--- config.mk ---
export PLATFORM = sky130hd
export DESIGN_NAME = led_blink_scheduler
export DESIGN_NICKNAME = d
export VERILOG_FILES = /design/src/rtl/led_sched_pkg.sv /design/src/rtl/led_blink_scheduler_tick_gen.sv /design/src/rtl/led_blink_scheduler.sv
export SDC_FILE = /design/constraint.sdc
export NUM_CORES = 1
export LEC_CHECK = 0
export BUFFER_PORTS_ARGS = -buffer_cell sky130_fd_sc_hd__buf_2
export CAP_MARGIN = 20
export CORE_MARGIN = 2
export CORE_UTILIZATION = 52
export DETAILED_ROUTE_END_ITERATION = 7
export GPL_TIMING_DRIVEN = 0
export HOLD_SLACK_MARGIN = 0.1
export PLACE_DENSITY = 0.71
export SKIP_CTS_REPAIR_TIMING = 1
export SLEW_MARGIN = 20
export SYNTH_ARGS = -nofsm -noshare
export SYNTH_HDL_FRONTEND = slang
export SYNTH_SLANG_ARGS = --single-unit
export TNS_END_PERCENT = 1
--- constraint.sdc ---
create_clock -name clock -period 8.6 [get_ports clock]
set_input_delay 1.72 -clock clock [delete_from_list [all_inputs] [get_ports clock]]
set_output_delay 1.72 -clock clock [all_outputs]
set_load 0.005 [all_outputs]
--- src/rtl/led_sched_pkg.sv ---
// rtl/led_sched_pkg.sv - shared types and pattern helpers for the LED blink scheduler
package led_sched_pkg;

  typedef enum logic [1:0] {
    MODE_OFF   = 2'd0,
    MODE_SOLID = 2'd1,
    MODE_BLINK = 2'd2,
    MODE_CHASE = 2'd3
  } mode_t;

  typedef enum logic [1:0] {
    ST_IDLE = 2'd0,
    ST_LOAD = 2'd1,
    ST_RUN  = 2'd2
  } state_t;

  // Isolates the least significant set bit; zero in gives zero out.
  function automatic logic [7:0] lowest_bit(input logic [7:0] mask);
    return mask & (~mask + 8'd1);
  endfunction

  // Next set bit of mask strictly above cur, wrapping to the lowest set bit.
  function automatic logic [7:0] next_chase(input logic [7:0] cur, input logic [7:0] mask);
    logic [7:0] above;
    above = mask & ~(cur | (cur - 8'd1));
    return (above != 8'd0) ? lowest_bit(above) : lowest_bit(mask);
  endfunction

endpackage

--- src/rtl/led_blink_scheduler_tick_gen.sv ---
// rtl/led_blink_scheduler_tick_gen.sv - prescaler producing a one-cycle tick every DIV clocks
module blink_tick_gen #(
  parameter int DIV = 50_000
) (
  input  logic clock,
  input  logic reset,
  input  logic clear,
  output logic tick
);

  localparam int W = (DIV > 1) ? $clog2(DIV) : 1;
  localparam logic [W-1:0] LAST = W'(DIV - 1);

  logic [W-1:0] count;

  always_ff @(posedge clock or posedge reset) begin
    if (reset) begin
      count <= '0;
    end else if (clear || count == LAST) begin
      count <= '0;
    end else begin
      count <= count + W'(1);
    end
  end

  assign tick = (count == LAST);

endmodule

--- src/rtl/led_blink_scheduler.sv ---
// rtl/led_blink_scheduler.sv - command-driven LED pattern sequencer (off/solid/blink/chase)
module led_blink_scheduler
  import led_sched_pkg::*;
#(
  parameter int CLK_HZ  = 50_000_000,
  parameter int TICK_HZ = 1000
) (
  input  logic        clock,
  input  logic        reset,
  input  logic        cmd_valid,
  output logic        cmd_ready,
  input  logic [1:0]  cmd_mode,
  input  logic [15:0] cmd_period_ms,
  input  logic [7:0]  cmd_mask,
  output logic [7:0]  led,
  output logic        busy
);

  localparam int DIV = CLK_HZ / TICK_HZ;

  if ((CLK_HZ % TICK_HZ) != 0 || DIV < 2) begin : g_bad_div
    $error("led_blink_scheduler: CLK_HZ must be a multiple of TICK_HZ giving DIV >= 2");
  end

  localparam logic [1:0] S_IDLE = ST_IDLE;
  localparam logic [1:0] S_LOAD = ST_LOAD;
  localparam logic [1:0] S_RUN  = ST_RUN;

  logic [1:0]  state;
  mode_t       mode_r;
  logic [15:0] period_r;
  logic [7:0]  mask_r;
  logic [15:0] phase;
  logic        tick;
  logic        accept;

  assign cmd_ready = (state != S_LOAD);
  assign accept    = cmd_valid && cmd_ready;

  blink_tick_gen #(
    .DIV (DIV)
  ) u_tick (
    .clock (clock),
    .reset (reset),
    .clear (state == S_LOAD),
    .tick  (tick)
  );

  always_ff @(posedge clock or posedge reset) begin
    if (reset) begin
      state    <= S_IDLE;
      mode_r   <= MODE_OFF;
      period_r <= '0;
      mask_r   <= '0;
      phase    <= '0;
      led      <= '0;
      busy     <= 1'b0;
    end else begin
      case (state)
        S_LOAD: begin
          phase <= '0;
          case (mode_r)
            MODE_OFF:   led <= 8'h00;
            MODE_SOLID: led <= mask_r;
            MODE_BLINK: led <= mask_r;
            MODE_CHASE: led <= lowest_bit(mask_r);
            default:    led <= 8'h00;
          endcase
          if (mode_r == MODE_BLINK || mode_r == MODE_CHASE) begin
            state <= S_RUN;
            busy  <= 1'b1;
          end else begin
            state <= S_IDLE;
            busy  <= 1'b0;
          end
        end
        default: begin
          // A new command takes priority over any step due on the same edge.
          if (accept) begin
            mode_r   <= mode_t'(cmd_mode);
            period_r <= (cmd_period_ms == 16'd0) ? 16'd1 : cmd_period_ms;
            mask_r   <= cmd_mask;
            state    <= S_LOAD;
            busy     <= 1'b0;
          end else if (state == S_RUN && tick) begin
            if (phase == period_r - 16'd1) begin
              phase <= '0;
              if (mode_r == MODE_BLINK) begin
                led <= led ^ mask_r;
              end else if (mode_r == MODE_CHASE) begin
                led <= next_chase(led, mask_r);
              end
            end else begin
              phase <= phase + 16'd1;
            end
          end
        end
      endcase
    end
  end

endmodule

==> flow_summary.json, run 1 <==
{
  "status": "complete, no violations",
  "worstPathArrival_ns": 2.10,
  "routedWlPerCell_um": 16.30,
  "area_growth_pct": 13.31,
  "clk_pin_slew_ns": 0.07,
  "finalSetupTns_ns": 0,
  "synth_ff_type": "dfrtp_1",
  "hold_depth": 1,
  "ant_nets": 0,
  "synth-xor-area-share": 0.09474,
  "clockBufferDepth": 2,
  "slew_headroom": 0.5183,
  "routed-via-count": 3561,
  "synth.avg_cell_area_um2": 9.553,
  "grtUsageTotal": 0.2357,
  "min_period_ns": 3.824,
  "synth_top_area_cell": "dfrtp_1",
  "port_buffers": 38,
  "leakagePower_nw": 2.027,
  "crit_fanout": 10,
  "rsz0062_at_grt": "false",
  "synth_top_cell_area_share": 0.4039,
  "fin_util": 0.6114,
  "grt_pass1_wl_mm": 16.44,
  "yosys-top-cells-count": "dfrtp_1 (68), nor2_1 (38), o21ai_0 (28), xor2_1 (28), mux2_2 (27)",
  "syn_nets": 476,
  "remaining_drc_errors": 0,
  "yosysUniqueCellTypes": 55,
  "synth_seq_cells": 68,
  "critical_path_class": "flip-flop to output pin",
  "worst_setup_path_end_kind": "output pin",
  "dp_hpwl_mm": 7.015,
  "clock_skew_ns": 0.01328,
  "r2r_slack_ns": 5.42,
  "cts-root-buf": "clkbuf_8",
  "finalSetupViolations": 0,
  "clk_latency_ns": 0.35,
  "synth.most_common_cell": "dfrtp_1",
  "nets": 526,
  "rows": 32,
  "wl_mm": 9.750,
  "drtIter0Drc": 170,
  "power.density_nw_per_um2": 300.3,
  "synth_warnings": 0,
  "die_area_um2": 8838,
  "synth-edff-count": 0,
  "min_from": "u_tick.count[0]",
  "min_path_type": "flip-flop to flip-flop",
  "finalCritPeriodShare": 0.4446,
  "cts_buffers": 9,
  "initial_core_util": 0.5396,
  "cts_tree": "built",
  "yosysSeqAreaShare": 0.4039,
  "coreArea_um2": 7807,
  "hold_viol_final": 0,
  "synthSimpleGateAreaFrac": 0.2207,
  "netlist_instances": 441,
  "grt_overflow_total": 0,
  "min_to": "u_tick.count[0]",
  "maxCapViolCount": 0,
  "synth_mux_area_frac": 0.09237,
  "die_y_um": 94.01,
  "cp-start-kind": "flip-flop",
  "dr.pass1.iters": 4,
  "reg2reg_from": "period_r[0]",
  "async_flop_share": 1.000,
  "r2r_end": "led[5]",
  "fmax_mhz": 261.5,
  "synthTopCellsByArea": "dfrtp_1 (40%), mux2_2 (7.2%), xor2_1 (5.8%)",
  "synth.cell_area_um2": 4213,
  "fin_cells": 598,
  "h-tree-depth": 3,
  "startpoint": "busy",
  "drive_above_1_share": 0.1935,
  "synth_compound_gate_area_share": 0.1381,
  "grt_pass1_vias": 3486,
  "worst_slew_pin_slew_ns": 0.7226,
  "routed_via_density": 5.955,
  "vdd_drop_max_mv": 0.1444,
  "diodes": 0,
  "gp_congestion": 0.9125,
  "timing.final.max_slew_violations": 0,
  "critPathRequiredTime_ns": 6.88,
  "dp_cells": 582,
  "worstRegToRegCells": 9,
  "antenna_found_initial": 0,
  "die_w_um": 94.01,
  "synth_adder_area_share": 0.01782,
  "io-pin-count": 39,
  "synth_top_family_by_area": "simple AND/OR/NAND/NOR gates",
  "clock-sinks": 68,
  "grt_max_degree": 45
}
==> placed cells by master, fill, tap and decap left out, types with 12 or more instances in the layout <==
| master | instances |
|---|---|
| a21oi_1 | 19 |
| buf_2 | 39 |
| clkbuf_1 | 13 |
| clkbuf_8 | 12 |
| dfrtp_1 | 68 |
| inv_1 | 21 |
| mux2_2 | 27 |
| nand2_1 | 26 |
| nand3_1 | 12 |
| nor2_1 | 38 |
| nor3_1 | 14 |
| o21ai_0 | 28 |
| o22ai_1 | 12 |
| xnor2_1 | 15 |
| xor2_1 | 28 |
==> flip-flops by register name, indices dropped and copies added (netlist names) <==
name,flops
busy,1
u_tick.count,16
led,8
period_r,16
state,1
phase,16
mask_r,8
mode_r,2
==> worst max-delay path, stage by stage, from the launching register on <==
cell and delay, ns:
dfrtp_1 0.42, nor2b_1 0.39, inv_1 0.20, buf_2 0.25, buf_1 0.29, buf_2 0.21
==> cell families after synthesis <==
family / Yosys count
flip-flops: 68
adder cells (fa/ha/maj): 6
multiplexers: 33
buffers and inverters: 36
AO/OA/AOI/OAI: 90
AND/OR/NAND/NOR: 164
XOR/XNOR: 44
==> through the flow <==
step | setup slack, ns | power, mW | cell area [um2] | hold WS [ns]
floorplan | 5.168 | 0.9808 | 4213 | 0.4251
global placement | 4.312 | 1.121 | 4531 | 0.4454
detailed placement | 5.066 | 1.144 | 4561 | 0.4625
CTS | 4.782 | 1.431 | 4773 | 0.4725
global route | 4.632 | 1.538 | 4773 | 0.4972
finish | 4.776 | 1.434 | 4773 | 0.4697
==> routing by layer <==
metal / GRT usage / part of all wire
met1: 0.3071 / 0.45
met2: 0.3946 / 0.49
met3: 0.04254 / 0.050
met4: 0.08213 / 0.013
met5: 0 / 0
==> area by class of cell <==
type                            count  area, um2
Multi-Input combinational cell    337       2375
Sequential cell                    68       1702
Inverter                           22      85.08
Clock inverter                      3      43.79
Timing Repair Buffer               39      217.7
Fill cell                         681       3034
Tap cell                          102      127.6
Buffer                             14      53.80
Clock buffer                       13      168.9
==> power by group <==
group	internal [mW]	switching [mW]
logic	0.279	0.334
registers	0.408	0.129
clock network	0.158	0.126
==> worst max path at each step <==
stage | end | slack [ns]
global route | cmd_ready | 4.63
global placement | mask_r[2] | 4.31
floorplan | busy | 5.17
finish | cmd_ready | 4.78
detailed placement | phase[10] | 5.07
CTS | cmd_ready | 4.78
Power figures use the tool's default switching activity.
==> run 2, diff against run 1 <==
--- a/config.mk
+++ b/config.mk
@@ -5,6 +5,7 @@
 export SDC_FILE = /design/constraint.sdc
 export NUM_CORES = 1
 export LEC_CHECK = 0
+export ABC_AREA = 1
 export BUFFER_PORTS_ARGS = -buffer_cell sky130_fd_sc_hd__buf_2
 export CAP_MARGIN = 20
 export CORE_MARGIN = 2
==> constraint.sdc (replaced) <==
create_clock -name clock -period 3.64 [get_ports clock]
set_input_delay 0.728 -clock clock [delete_from_list [all_inputs] [get_ports clock]]
set_output_delay 0.728 -clock clock [all_outputs]
set_load 0.005 [all_outputs]
==> flow_summary.json, run 2 <==
{
  "h-tree-depth": 3,
  "fin_util": 0.6022,
  "area_growth_pct": 12.30,
  "cts_buffers": 9,
  "crit_fanout": 10,
  "syn_nets": 673,
  "cts_tree": "built",
  "slew_headroom": 0.6214,
  "coreArea_um2": 8175,
  "dp_hpwl_mm": 7.957,
  "maxCapViolCount": 0,
  "power.density_nw_per_um2": 738.0,
  "netlist_instances": 638,
  "grt_max_degree": 59,
  "grtUsageTotal": 0.2473,
  "swShare": 0.4871,
  "antenna_found_initial": 0,
  "die_y_um": 95.82,
  "yosysSeqAreaShare": 0.3881,
  "remaining_drc_errors": 0,
  "layout_commonest_cell": "nand2_1",
  "finalSetupViolations": 0,
  "slowest_stage": "buf_1",
  "grt_pass1_vias": 3879,
  "gp_congestion": 0.8877,
  "min_path_type": "input pin to asynchronous set/reset pin",
  "p_int_mw": 1.864,
  "synth.most_common_cell": "nand2_1",
  "wl_mm": 10.64,
  "synthTopCellsByArea": "dfrtp_1 (39%), nand2_1 (17%), nor2_1 (6.3%)",
  "yosys-top-cells-count": "nand2_1 (202), nor2_1 (74), inv_1 (69)",
  "routed_via_density": 5.277,
  "path_buf_inv": 4,
  "clk_latency_ns": 0.37,
  "reg_top3": "period_r: 16 flops, phase: 16 flops, u_tick.count: 16 flops",
  "min_period_ns": 2.482,
  "grt_pass1_wl_mm": 17.64,
  "finalCritPeriodShare": 0.6819,
  "die_area_um2": 9181,
  "switchingPower_mw": 1.770,
  "drtIter0Drc": 192,
  "combPwrFrac": 0.500,
  "crit_chain": "inv_1, nor2_1, inv_2, buf_1, buf_2",
  "critical_path_class": "flip-flop to output pin",
  "grt_overflow_total": 0,
  "power_frac_seq": 0.333,
  "leakagePower_nw": 2.517,
  "synth.cell_area_um2": 4384,
  "critPathRequiredTime_ns": 2.91,
  "p_clk_frac": 0.167,
  "worstRegToRegCells": 15,
  "fin_ws_ns": 1.158,
  "crit_family": "buffers and inverters",
  "drive_above_1_share": 0.1255,
  "synth_ff_type": "dfrtp_1",
  "status": "complete, no violations",
  "dr.pass1.iters": 5,
  "nets": 723,
  "dpl_worst_slack_ns": 1.401,
  "clock_skew_ns": 0.01031,
  "routedWlPerCell_um": 13.34,
  "synth_seq_cells": 68,
  "diodes": 0,
  "rsz0062_at_grt": "false",
  "die_w_um": 95.82,
  "hold_viol_final": 0,
  "worst_setup_path_end_kind": "output pin",
  "worstPathArrival_ns": 1.75,
  "clockBufferDepth": 2,
  "yosysUniqueCellTypes": 39,
  "routed-via-count": 4211,
  "clk_pin_slew_ns": 0.08,
  "async_flop_share": 1.000,
  "synth-edff-count": 0,
  "ant_nets": 0,
  "critPathMaxStageDelay_ns": 0.48,
  "crit_cells": 5,
  "port_buffers": 38,
  "synth_top_cell_area_share": 0.3881,
  "clock-sinks": 68,
  "timing.final.max_slew_violations": 0,
  "mostFrequentLayoutCells": "nand2_1 (202), nor2_1 (74), inv_1 (68), dfrtp_1 (68), nand3_1 (42)",
  "cts-root-buf": "clkbuf_8",
  "initial_core_util": 0.5363,
  "synth_top_area_cell": "dfrtp_1",
  "cp-start-kind": "flip-flop",
  "rows": 33,
  "finalPower_mw": 3.633,
  "finalSetupTns_ns": 0,
  "synth_warnings": 0,
  "synth.avg_cell_area_um2": 6.872,
  "fmax_mhz": 402.9,
  "io-pin-count": 39,
  "worst_slew_pin_slew_ns": 0.5679,
  "vdd_drop_max_mv": 0.3613
}
## run 2: cell count changes in the layout (fill, tap and decap cells not counted), moves of 9 or more
cell,change
a31oi_1,-9
inv_1,+47
inv_2,+10
mux2_2,-27
nand2_1,+176
nand3_1,+30
nand4_1,+10
nor2_1,+36
## run 2: layout make-up
| class | count | area [um2] |
|---|---|---|
| Fill cell | 782 | 3252 |
| Clock buffer | 11 | 151.4 |
| Multi-Input combinational cell | 477 | 2318 |
| Tap cell | 105 | 131.4 |
| Buffer | 13 | 63.81 |
| Inverter | 80 | 302.8 |
| Sequential cell | 68 | 1702 |
| Timing Repair Buffer | 39 | 217.7 |
| Clock inverter | 5 | 36.28 |
## run 2: kinds of logic after synthesis
group	count (synthesis)	synth area share
fa+ha+maj	6	0.01712
flops	68	0.3881
xor+xnor	28	0.05594
simple gates	380	0.3756
compound gates	63	0.08019
buf+inv	93	0.08305
## run 2: through the flow
stage | std cells | area [um2] | hold slack [ns]
2_1_floorplan | 638 | 4384 | 0.4329
3_3_place_gp | 781 | 4706 | 0.4467
4_1_cts | 798 | 4923 | 0.2582
6_report | 798 | 4923 | 0.2587
5_1_grt | 798 | 4923 | 0.2657
3_5_place_dp | 782 | 4736 | 0.4509
## run 2: final timing paths
kind	start	slack [ns]	end
min in group clock	u_tick.count[0]	0.46	u_tick.count[0]
max in group asynchronous	reset	2.86	period_r[12]
setup reg to reg	period_r[0]	1.37	led[7]
setup / recovery	state[0]	1.16	cmd_ready
hold / removal	reset	0.26	u_tick.count[3]
hold reg to reg	u_tick.count[0]	0.46	u_tick.count[0]
## run 2: power groups by stage
| stage | Combinational, mW | Clock [mW] | Sequential [mW] |
|---|---|---|---|
| global route | 2.07 | 0.646 | 1.24 |
| detailed placement | 1.80 | 0 | 1.22 |
| floorplan | 1.39 | 0 | 1.15 |
| global placement | 1.76 | 0 | 1.22 |
| finish | 1.82 | 0.608 | 1.21 |
| CTS | 1.81 | 0.617 | 1.21 |
## run 2: layer usage
| layer | part of all wire | vias up | track usage |
|---|---|---|---|
| met4 | 0.018 | 0 | 0.1000 |
| met2 | 0.50 | 97 | 0.4283 |
| met1 | 0.44 | 1958 | 0.3103 |
| met3 | 0.047 | 13 | 0.03446 |
| li1 | - | 2143 | - |
| met5 | 0 | - | 0 |
